File: config.mk
export PLATFORM = sky130hd
export DESIGN_NAME = gpu_cpuvram_cmd_unpack_flat
export DESIGN_NICKNAME = d
export VERILOG_FILES = /design/src/rtl/gpu_cpuvram_cmd_unpack_if.sv /design/src/rtl/gpu_cpuvram_cmd_unpack.sv /design/src/flat_wrapper.sv
export SDC_FILE = /design/constraint.sdc
export NUM_CORES = 1
export LEC_CHECK = 0
export CORE_MARGIN = 2
export CORE_UTILIZATION = 25
export CTS_CLUSTER_SIZE = 25
export DETAILED_ROUTE_END_ITERATION = 10
export GPL_TIMING_DRIVEN = 0
export PLACE_DENSITY_LB_ADDON = 0.12
export SETUP_SLACK_MARGIN = 0.05
export SYNTH_ARGS = -nofsm -noshare
export SYNTH_HDL_FRONTEND = slang
export SYNTH_SLANG_ARGS = --single-unit
File: constraint.sdc
create_clock -name clk -period 5.7 [get_ports clk]
set_input_delay 1.14 -clock clk [delete_from_list [all_inputs] [get_ports clk]]
set_output_delay 1.14 -clock clk [all_outputs]
set_load 0.005 [all_outputs]
File: src/rtl/gpu_cpuvram_cmd_unpack_if.sv
// Handshake bundle between the GP0 decoder/FIFO, the A0h unpacker and the
// CPU->VRAM write engine. "master" is the surrounding system, "slave" is the unpacker.
interface gpu_cpuvram_cmd_unpack_if #(
  parameter int FIFO_W = 32
);
  logic              start;
  logic              set_mask;
  logic              check_mask;

  logic              fifo_valid;
  logic [FIFO_W-1:0] fifo_data;
  logic              fifo_pop;

  logic              req_valid;
  logic [15:0]       req_x;
  logic [15:0]       req_y;
  logic [15:0]       req_sizex;
  logic [15:0]       req_sizey;
  logic              req_set_mask;
  logic              req_use_mask;
  logic              req_accept;

  logic              data_valid_l;
  logic [15:0]       data_pixel_l;
  logic              data_valid_r;
  logic [15:0]       data_pixel_r;
  logic              data_accept_l;
  logic              data_accept_r;

  logic              engine_done;
  logic              busy;
  logic              done;

  modport master (
    output start, set_mask, check_mask,
    output fifo_valid, fifo_data,
    input  fifo_pop,
    input  req_valid, req_x, req_y, req_sizex, req_sizey, req_set_mask, req_use_mask,
    output req_accept,
    input  data_valid_l, data_pixel_l, data_valid_r, data_pixel_r,
    output data_accept_l, data_accept_r,
    output engine_done,
    input  busy, done
  );

  modport slave (
    input  start, set_mask, check_mask,
    input  fifo_valid, fifo_data,
    output fifo_pop,
    output req_valid, req_x, req_y, req_sizex, req_sizey, req_set_mask, req_use_mask,
    input  req_accept,
    output data_valid_l, data_pixel_l, data_valid_r, data_pixel_r,
    input  data_accept_l, data_accept_r,
    input  engine_done,
    output busy, done
  );
endinterface

File: src/rtl/gpu_cpuvram_cmd_unpack.sv
// GP0 A0h front end: pops the 3-word header, normalises the rectangle, issues one
// request to the write engine, then streams each data word as a left/right pixel pair.
module gpu_cpuvram_cmd_unpack #(
  parameter int FIFO_W = 32,
  parameter int CNT_W  = 19
) (
  input logic                     clk,
  input logic                     rst,
  gpu_cpuvram_cmd_unpack_if.slave bus
);

  typedef enum logic [2:0] {
    IDLE, CMD, XY, SIZE, CALC, REQ, DATA, DRAIN
  } state_t;

  state_t           state;
  state_t           state_nxt;

  logic             set_mask_q;
  logic             use_mask_q;
  logic [9:0]       x_q;
  logic [8:0]       y_q;
  logic [10:0]      sizex_q;
  logic [10:0]      sizey_q;
  logic [CNT_W-1:0] cnt_q;

  logic             pop;
  logic             req_valid;
  logic             data_valid;
  logic             done;

  // Raw 0 wraps to the maximum: width 1..1024, height 1..512.
  function automatic logic [10:0] norm_sizex(input logic [15:0] raw);
    logic [9:0] m;
    m = raw[9:0] - 10'd1;
    return {1'b0, m} + 11'd1;
  endfunction

  function automatic logic [10:0] norm_sizey(input logic [15:0] raw);
    logic [8:0] m;
    m = raw[8:0] - 9'd1;
    return {2'b00, m} + 11'd1;
  endfunction

  // Pixel pairs per rectangle, rounding an odd pixel count up to a whole word.
  function automatic logic [CNT_W-1:0] word_count(input logic [10:0] sx,
                                                  input logic [10:0] sy);
    logic [21:0] p;
    p = {11'd0, sx} * {11'd0, sy};
    p = (p + 22'd1) >> 1;
    return p[CNT_W-1:0];
  endfunction

  always_comb begin
    state_nxt  = state;
    pop        = 1'b0;
    req_valid  = 1'b0;
    data_valid = 1'b0;
    done       = 1'b0;
    case (state)
      IDLE: begin
        if (bus.start) state_nxt = CMD;
      end
      CMD: begin
        pop = bus.fifo_valid;
        if (pop) state_nxt = XY;
      end
      XY: begin
        pop = bus.fifo_valid;
        if (pop) state_nxt = SIZE;
      end
      SIZE: begin
        pop = bus.fifo_valid;
        if (pop) state_nxt = CALC;
      end
      CALC: begin
        state_nxt = REQ;
      end
      REQ: begin
        req_valid = 1'b1;
        if (bus.req_accept) state_nxt = DATA;
      end
      DATA: begin
        // A word is consumed only when both halves are taken together.
        data_valid = bus.fifo_valid;
        pop        = bus.fifo_valid & bus.data_accept_l & bus.data_accept_r;
        if (pop && cnt_q == CNT_W'(1)) state_nxt = DRAIN;
      end
      DRAIN: begin
        if (bus.engine_done) begin
          done      = 1'b1;
          state_nxt = IDLE;
        end
      end
      default: state_nxt = IDLE;
    endcase
  end

  always_ff @(posedge clk) begin
    if (rst) begin
      state      <= IDLE;
      set_mask_q <= 1'b0;
      use_mask_q <= 1'b0;
      x_q        <= '0;
      y_q        <= '0;
      sizex_q    <= '0;
      sizey_q    <= '0;
      cnt_q      <= '0;
    end else begin
      state <= state_nxt;
      case (state)
        IDLE: begin
          if (bus.start) begin
            set_mask_q <= bus.set_mask;
            use_mask_q <= bus.check_mask;
          end
        end
        XY: begin
          if (pop) begin
            x_q <= bus.fifo_data[9:0];
            y_q <= bus.fifo_data[24:16];
          end
        end
        SIZE: begin
          if (pop) begin
            sizex_q <= norm_sizex(bus.fifo_data[15:0]);
            sizey_q <= norm_sizey(bus.fifo_data[31:16]);
          end
        end
        CALC: cnt_q <= word_count(sizex_q, sizey_q);
        DATA: begin
          if (pop) cnt_q <= cnt_q - CNT_W'(1);
        end
        default: ;
      endcase
    end
  end

  assign bus.fifo_pop     = pop;
  assign bus.req_valid    = req_valid;
  assign bus.req_x        = {6'd0, x_q};
  assign bus.req_y        = {7'd0, y_q};
  assign bus.req_sizex    = {5'd0, sizex_q};
  assign bus.req_sizey    = {5'd0, sizey_q};
  assign bus.req_set_mask = set_mask_q;
  assign bus.req_use_mask = use_mask_q;
  assign bus.data_valid_l = data_valid;
  assign bus.data_valid_r = data_valid;
  assign bus.data_pixel_l = bus.fifo_data[15:0];
  assign bus.data_pixel_r = bus.fifo_data[FIFO_W-1:16];
  assign bus.busy         = (state != IDLE);
  assign bus.done         = done;

endmodule
File: src/flat_wrapper.sv
// flat-port wrapper written by rule: the top's interface ports become plain ports
module gpu_cpuvram_cmd_unpack_flat 
#(
  parameter int FIFO_W = 32,
  parameter int CNT_W  = 19
)
  (clk, rst, bus_start, bus_set_mask, bus_check_mask, bus_fifo_valid, bus_fifo_data, bus_fifo_pop, bus_req_valid, bus_req_x, bus_req_y, bus_req_sizex, bus_req_sizey, bus_req_set_mask, bus_req_use_mask, bus_req_accept, bus_data_valid_l, bus_data_pixel_l, bus_data_valid_r, bus_data_pixel_r, bus_data_accept_l, bus_data_accept_r, bus_engine_done, bus_busy, bus_done);
  gpu_cpuvram_cmd_unpack_if #(.FIFO_W(FIFO_W)) bus_i ();
  input logic clk;
  input logic rst;
  input wire logic [$bits(bus_i.start)-1:0] bus_start;
  input wire logic [$bits(bus_i.set_mask)-1:0] bus_set_mask;
  input wire logic [$bits(bus_i.check_mask)-1:0] bus_check_mask;
  input wire logic [$bits(bus_i.fifo_valid)-1:0] bus_fifo_valid;
  input wire logic [$bits(bus_i.fifo_data)-1:0] bus_fifo_data;
  output wire logic [$bits(bus_i.fifo_pop)-1:0] bus_fifo_pop;
  output wire logic [$bits(bus_i.req_valid)-1:0] bus_req_valid;
  output wire logic [$bits(bus_i.req_x)-1:0] bus_req_x;
  output wire logic [$bits(bus_i.req_y)-1:0] bus_req_y;
  output wire logic [$bits(bus_i.req_sizex)-1:0] bus_req_sizex;
  output wire logic [$bits(bus_i.req_sizey)-1:0] bus_req_sizey;
  output wire logic [$bits(bus_i.req_set_mask)-1:0] bus_req_set_mask;
  output wire logic [$bits(bus_i.req_use_mask)-1:0] bus_req_use_mask;
  input wire logic [$bits(bus_i.req_accept)-1:0] bus_req_accept;
  output wire logic [$bits(bus_i.data_valid_l)-1:0] bus_data_valid_l;
  output wire logic [$bits(bus_i.data_pixel_l)-1:0] bus_data_pixel_l;
  output wire logic [$bits(bus_i.data_valid_r)-1:0] bus_data_valid_r;
  output wire logic [$bits(bus_i.data_pixel_r)-1:0] bus_data_pixel_r;
  input wire logic [$bits(bus_i.data_accept_l)-1:0] bus_data_accept_l;
  input wire logic [$bits(bus_i.data_accept_r)-1:0] bus_data_accept_r;
  input wire logic [$bits(bus_i.engine_done)-1:0] bus_engine_done;
  output wire logic [$bits(bus_i.busy)-1:0] bus_busy;
  output wire logic [$bits(bus_i.done)-1:0] bus_done;
  assign bus_i.start = bus_start;
  assign bus_i.set_mask = bus_set_mask;
  assign bus_i.check_mask = bus_check_mask;
  assign bus_i.fifo_valid = bus_fifo_valid;
  assign bus_i.fifo_data = bus_fifo_data;
  assign bus_fifo_pop = bus_i.fifo_pop;
  assign bus_req_valid = bus_i.req_valid;
  assign bus_req_x = bus_i.req_x;
  assign bus_req_y = bus_i.req_y;
  assign bus_req_sizex = bus_i.req_sizex;
  assign bus_req_sizey = bus_i.req_sizey;
  assign bus_req_set_mask = bus_i.req_set_mask;
  assign bus_req_use_mask = bus_i.req_use_mask;
  assign bus_i.req_accept = bus_req_accept;
  assign bus_data_valid_l = bus_i.data_valid_l;
  assign bus_data_pixel_l = bus_i.data_pixel_l;
  assign bus_data_valid_r = bus_i.data_valid_r;
  assign bus_data_pixel_r = bus_i.data_pixel_r;
  assign bus_i.data_accept_l = bus_data_accept_l;
  assign bus_i.data_accept_r = bus_data_accept_r;
  assign bus_i.engine_done = bus_engine_done;
  assign bus_busy = bus_i.busy;
  assign bus_done = bus_i.done;
  gpu_cpuvram_cmd_unpack #(.FIFO_W(FIFO_W), .CNT_W(CNT_W)) u_core (.clk(clk), .rst(rst), .bus(bus_i));
endmodule
======== Word level (Yosys, flattened, before mapping) ========
Cells that the tools add are included.
operators by class
  bitwise gates (word level) .............. 2
  add/sub/neg operators ................... 6
  eq/ne operators ......................... 16
  $mul .................................... 1
  muxes and demuxes ....................... 15
  reduce and logical (&&, ||, !) cells .... 10
operator list
  kind                   number
  $pmux 19 s2            1
  $pmux 3 s8             1
  $mux 3                 7
  $add 20x1->20 const B  1
  $mul 11x11->20         1
  $eq 19x1->1 const B    1
  $mux 19                1
  $sub 19x1->19 const B  1
  $ne 2x2->1 const B     7
  $eq 3x3->1 const B     4
  $add 10x1->11 const B  1
  $add 9x1->10 const B   1
  $sub 10x1->10 const B  1
  $sub 9x1->9 const B    1
  $reduce_and 2->1       4
  $reduce_and 7->1       1
  $eq 3x2->1 const B     2
  $mux 1                 4
  $eq 3x1->1 const B     1
  $logic_not 3->1        1
  $reduce_bool 3->1      1
  $reduce_or 3->1        1
  $and 1x1->1            2
  $ne 2x1->1 const B     1
  3 further kinds        3
word-level totals
  register bits ........................... 65
  input port bits ......................... 42

======== Depth between registers and ports, before layout ========
  depth after elaboration ................. 5
  mapped depth ............................ 19
  gate-level depth less buffers ........... 18

======== Worst setup path before layout ========
No wires, ideal clock.
  path kind ............................... register to register
  start point ............................. register u_core.sizey_q[4]
  end point ............................... register u_core.cnt_q[16]
  period minus slack after synthesis ...... 5.123 ns
  cell stages (with the launch flop) ...... 18
  arrival time ............................ 4.994 ns
  required time ........................... 5.571 ns
  path slack .............................. 0.577 ns
  path buffers ............................ 1
  path through ............................ dfxtp_1 > clkbuf_1 > nand2_1 > fa_1 > fa_1 > fa_1 > inv_1 > fa_1 > inv_1 > fa_1 > inv_1 > ha_1 > a21o_1 > a221oi_1 > o21ai_0 > o41ai_1 > xnor2_1 > o22ai_1
on the way
  word-level cells in the longest chain between the ends .. 3
RTL lines
  what                    RTL line                       source
  start, declared         gpu_cpuvram_cmd_unpack.sv:24   logic [10:0] sizey_q;
  start signal, assigned  gpu_cpuvram_cmd_unpack.sv:127  sizey_q <= norm_sizey(bus.fifo_data[31:16]);
  $mul 11x11->20          gpu_cpuvram_cmd_unpack.sv:49   p = {11'd0, sx} * {11'd0, sy};
  $add 20x1->20           gpu_cpuvram_cmd_unpack.sv:50   p = (p + 22'd1) >> 1;
  $pmux 19 s2             gpu_cpuvram_cmd_unpack.sv:111  case (state)
  end signal, assigned    gpu_cpuvram_cmd_unpack.sv:130  CALC: cnt_q <= word_count(sizex_q, sizey_q);
  end signal, assigned    gpu_cpuvram_cmd_unpack.sv:132  if (pop) cnt_q <= cnt_q - CNT_W'(1);
  end, declared           gpu_cpuvram_cmd_unpack.sv:25   logic [CNT_W-1:0] cnt_q;
No other way between the ends.
A chain may end at the register's enable or synchronous reset.

======== Worst setup path after layout ========
  start point ............................. register u_core.sizey_q[4]
  end point ............................... register u_core.cnt_q[15]
Same word-level chain as after synthesis.

==> flow_summary.json <==
{
  "ys_ff_latch": 64,
  "fin_crit_sh_pct": 94.5,
  "numClockSinks": 64,
  "p_leak_nw": 4.37,
  "diodes": 0,
  "drt-wirelength-per-cell_um": 15.9,
  "hold_path_depth": 2,
  "grt.total_usage_pct": 15.0,
  "core_region_area_sq_mm": 0.0307,
  "finalClockSkew_ns": 0.00789,
  "synth_top_cell_area_share_pct": 17.9,
  "drt_pass1_iterations": 4,
  "syn_avg_cell_area_sq_um": 7.86,
  "cts_tree": "done",
  "final_hold_viol_count": 0,
  "cts_buffers": 9,
  "place_congestion": 0.807,
  "tightest_slew_ns": 1.27,
  "io-pin-count": 146,
  "reg2reg_from": "u_core.sizey_q[4]",
  "clockRootBuffer": "clkbuf_16",
  "setup_ws_ns": 0.311,
  "grt_max_degree": 14,
  "period_needed_ns": 5.39,
  "post_cts_buffers": 0,
  "setup.worst_path.start": "u_core.sizey_q[4]",
  "drtAntennaViolNets": 0,
  "crit_required_ns": 5.90,
  "worstPathMaxFanout": 10,
  "dieArea_sq_mm": 0.0328,
  "design_power_total_mw": 1.49,
  "rr_worst_depth": 17,
  "cts.clk_slew.worst_paths_ns": 0.06,
  "cts-htree-levels": 3,
  "endpoint_kind": "register",
  "drive_gt1_share_pct": 9.98,
  "synth_ff_type": "dfxtp_1",
  "p_per_area_mw_per_mm2": 151,
  "synth-async-reset-ratio_pct": 0,
  "clk_latency_ns": 0.35,
  "fin_tns_setup_ns": 0,
  "slew_headroom_pct": 14.8,
  "first_global_vias": 6968,
  "grt_pass1_wl_um": 38800,
  "rows": 64,
  "min_path_type": "reg2reg",
  "yosys-top-cells-area": "fa_1 (18%), dfxtp_1 (16%), ha_1 (11%)",
  "nets": 1315,
  "dp_slack_ns": -0.378,
  "area_growth_pct": 25.6,
  "drv_slew": 0,
  "initial_core_util_pct": 25.5,
  "dp_hpwl_um": 19700,
  "clk_path_buf_depth": 2,
  "utilization_pct": 32.0,
  "yosysWarningCount": 0,
  "die_w_um": 181,
  "synth_cell_types": 65,
  "vias": 6976,
  "max_freq_mhz": 186,
  "post-route-drc-count": 0,
  "status": "completed",
  "drt_iter0_drc": 274,
  "via_per_inst": 4.54,
  "startpoint_type": "register",
  "ctsHoldBuffers": 0,
  "seq_area_frac_synth_pct": 16.3,
  "wl_um": 24500,
  "rsz0062_at_grt": "no",
  "cp.arrival_ns": 5.59,
  "maxCapViolations": 0,
  "setup_viol": 0,
  "grt_overflow": 0,
  "ir_worst_vdd_mv": 0.105,
  "io_buffers": 105,
  "critical_path_class": "reg2reg",
  "die_h_um": 181,
  "min_from": "u_core.x_q[3]",
  "syn_area_sq_mm": 0.00784,
  "netlist_instances": 998,
  "yosysTopAreaCell": "fa_1",
  "grt_antenna_before_repair": 1,
  "synth_edf_count": 0
}
path summary, 6_finish.rpt:
path                      endpoint  slack [ns]
setup / recovery  u_core.cnt_q[15]        0.31
hold / removal       u_core.x_q[3]        0.46
setup reg to reg  u_core.cnt_q[15]        0.31
hold reg to reg      u_core.x_q[3]        0.46
repair_timing:
item / in CTS / in global routing
pin swaps: 0 / 0
setup endpoints to repair: 7 / 6
resized for setup: 21 / 21
per-stage QoR:
step	area, sq um	cells	hold slack, ns
detailed placement	9470	1522	0.451
CTS	9810	1538	0.463
global route	9850	1538	0.479
floorplan	7930	1021	0.453
global placement	9470	1522	0.441
finish	9850	1538	0.460
kinds of logic (layout without fill, tap and decap cells):
| group | after synthesis | after routing | synth area share [%] |
|---|---|---|---|
| AND/OR/NAND/NOR | 359 | 359 | 23.5 |
| buffers and inverters | 231 | 352 | 14.1 |
| AO/OA/AOI/OAI | 168 | 168 | 13.2 |
| adder cells (fa/ha/maj) | 136 | 136 | 28.4 |
| flip-flops | 64 | 64 | 16.3 |
| XOR/XNOR | 36 | 36 | 4.02 |
| multiplexers | 3 | 3 | 0.399 |
| other | 1 | 24 | 0.0478 |
cell type report:
type | count | area [sq um]
Multi-Input combinational cell | 726 | 5570
Buffer | 110 | 688
Tap cell | 396 | 495
Timing Repair Buffer | 105 | 1050
Inverter | 121 | 454
Fill cell | 3352 | 20900
Clock inverter | 7 | 80.1
Clock buffer | 9 | 225
Sequential cell | 64 | 1290
registers in the layout, summed over array words and instances (netlist names):
register	flops
u_core.bus.req_set_mask	1
u_core.bus.req_use_mask	1
u_core.cnt_q	19
u_core.sizex_q	11
u_core.sizey_q	10
u_core.state	3
u_core.x_q	10
u_core.y_q	9
report_power, final:
group	switching, mW	leakage (nW)	internal, mW	total (mW)
clock network	0.242	0.148	0.344	0.586
logic	0.215	3.70	0.184	0.399
registers	0.0236	0.519	0.478	0.501
cells in the final DEF (no fill, tap or decap), types with 7 or more instances in the layout:
cell,count
buf_4,59
clkbuf_16,9
a21oi_1,67
a21o_1,8
a211oi_1,9
nand3_1,23
clkdlybuf4s50_1,105
nor3b_1,8
nor4_1,10
and2_1,68
nand2_1,130
o21ai_0,30
conb_1,24
nand2b_1,7
fa_1,70
inv_1,121
clkbuf_1,32
o31ai_1,7
xor2_1,16
dfxtp_1,60
clkbuf_2,9
nor2_1,43
ha_1,66
nor3_1,22
xnor2_1,20
Yosys cell counts (16+ instances only):
cell type	number
xnor2_1	20
xor2_1	16
nand2_1	130
buf_4	58
inv_1	121
nand3_1	23
ha_1	66
a21oi_1	67
fa_1	70
clkbuf_1	49
nor3_1	22
o21ai_0	31
nor2_1	43
and2_1	68
dfxtp_1	64
metal layers:
| layer | wire (um) | vias up | global-route usage, % |
|---|---|---|---|
| li1 | - | 3485 | - |
| met1 | 11600 | 3337 | 19.9 |
| met2 | 11300 | 134 | 24.7 |
| met3 | 1120 | 20 | 3.63 |
| met4 | 476 | 0 | 3.45 |
| met5 | 0 | - | 0 |
worst max-delay path: stages, from the launching register on:
cell	delay, ns
dfxtp_2	0.42
clkbuf_4	0.25
nand2_1	0.10
fa_1	0.56
fa_1	0.45
fa_1	0.49
inv_1	0.06
fa_1	0.53
inv_1	0.05
fa_1	0.52
inv_1	0.04
ha_1	0.38
a21o_1	0.25
o21ai_0	0.16
o211ai_1	0.25
o41ai_1	0.37
xor2_1	0.25
o22ai_1	0.10
Power figures use the tool's default switching activity.
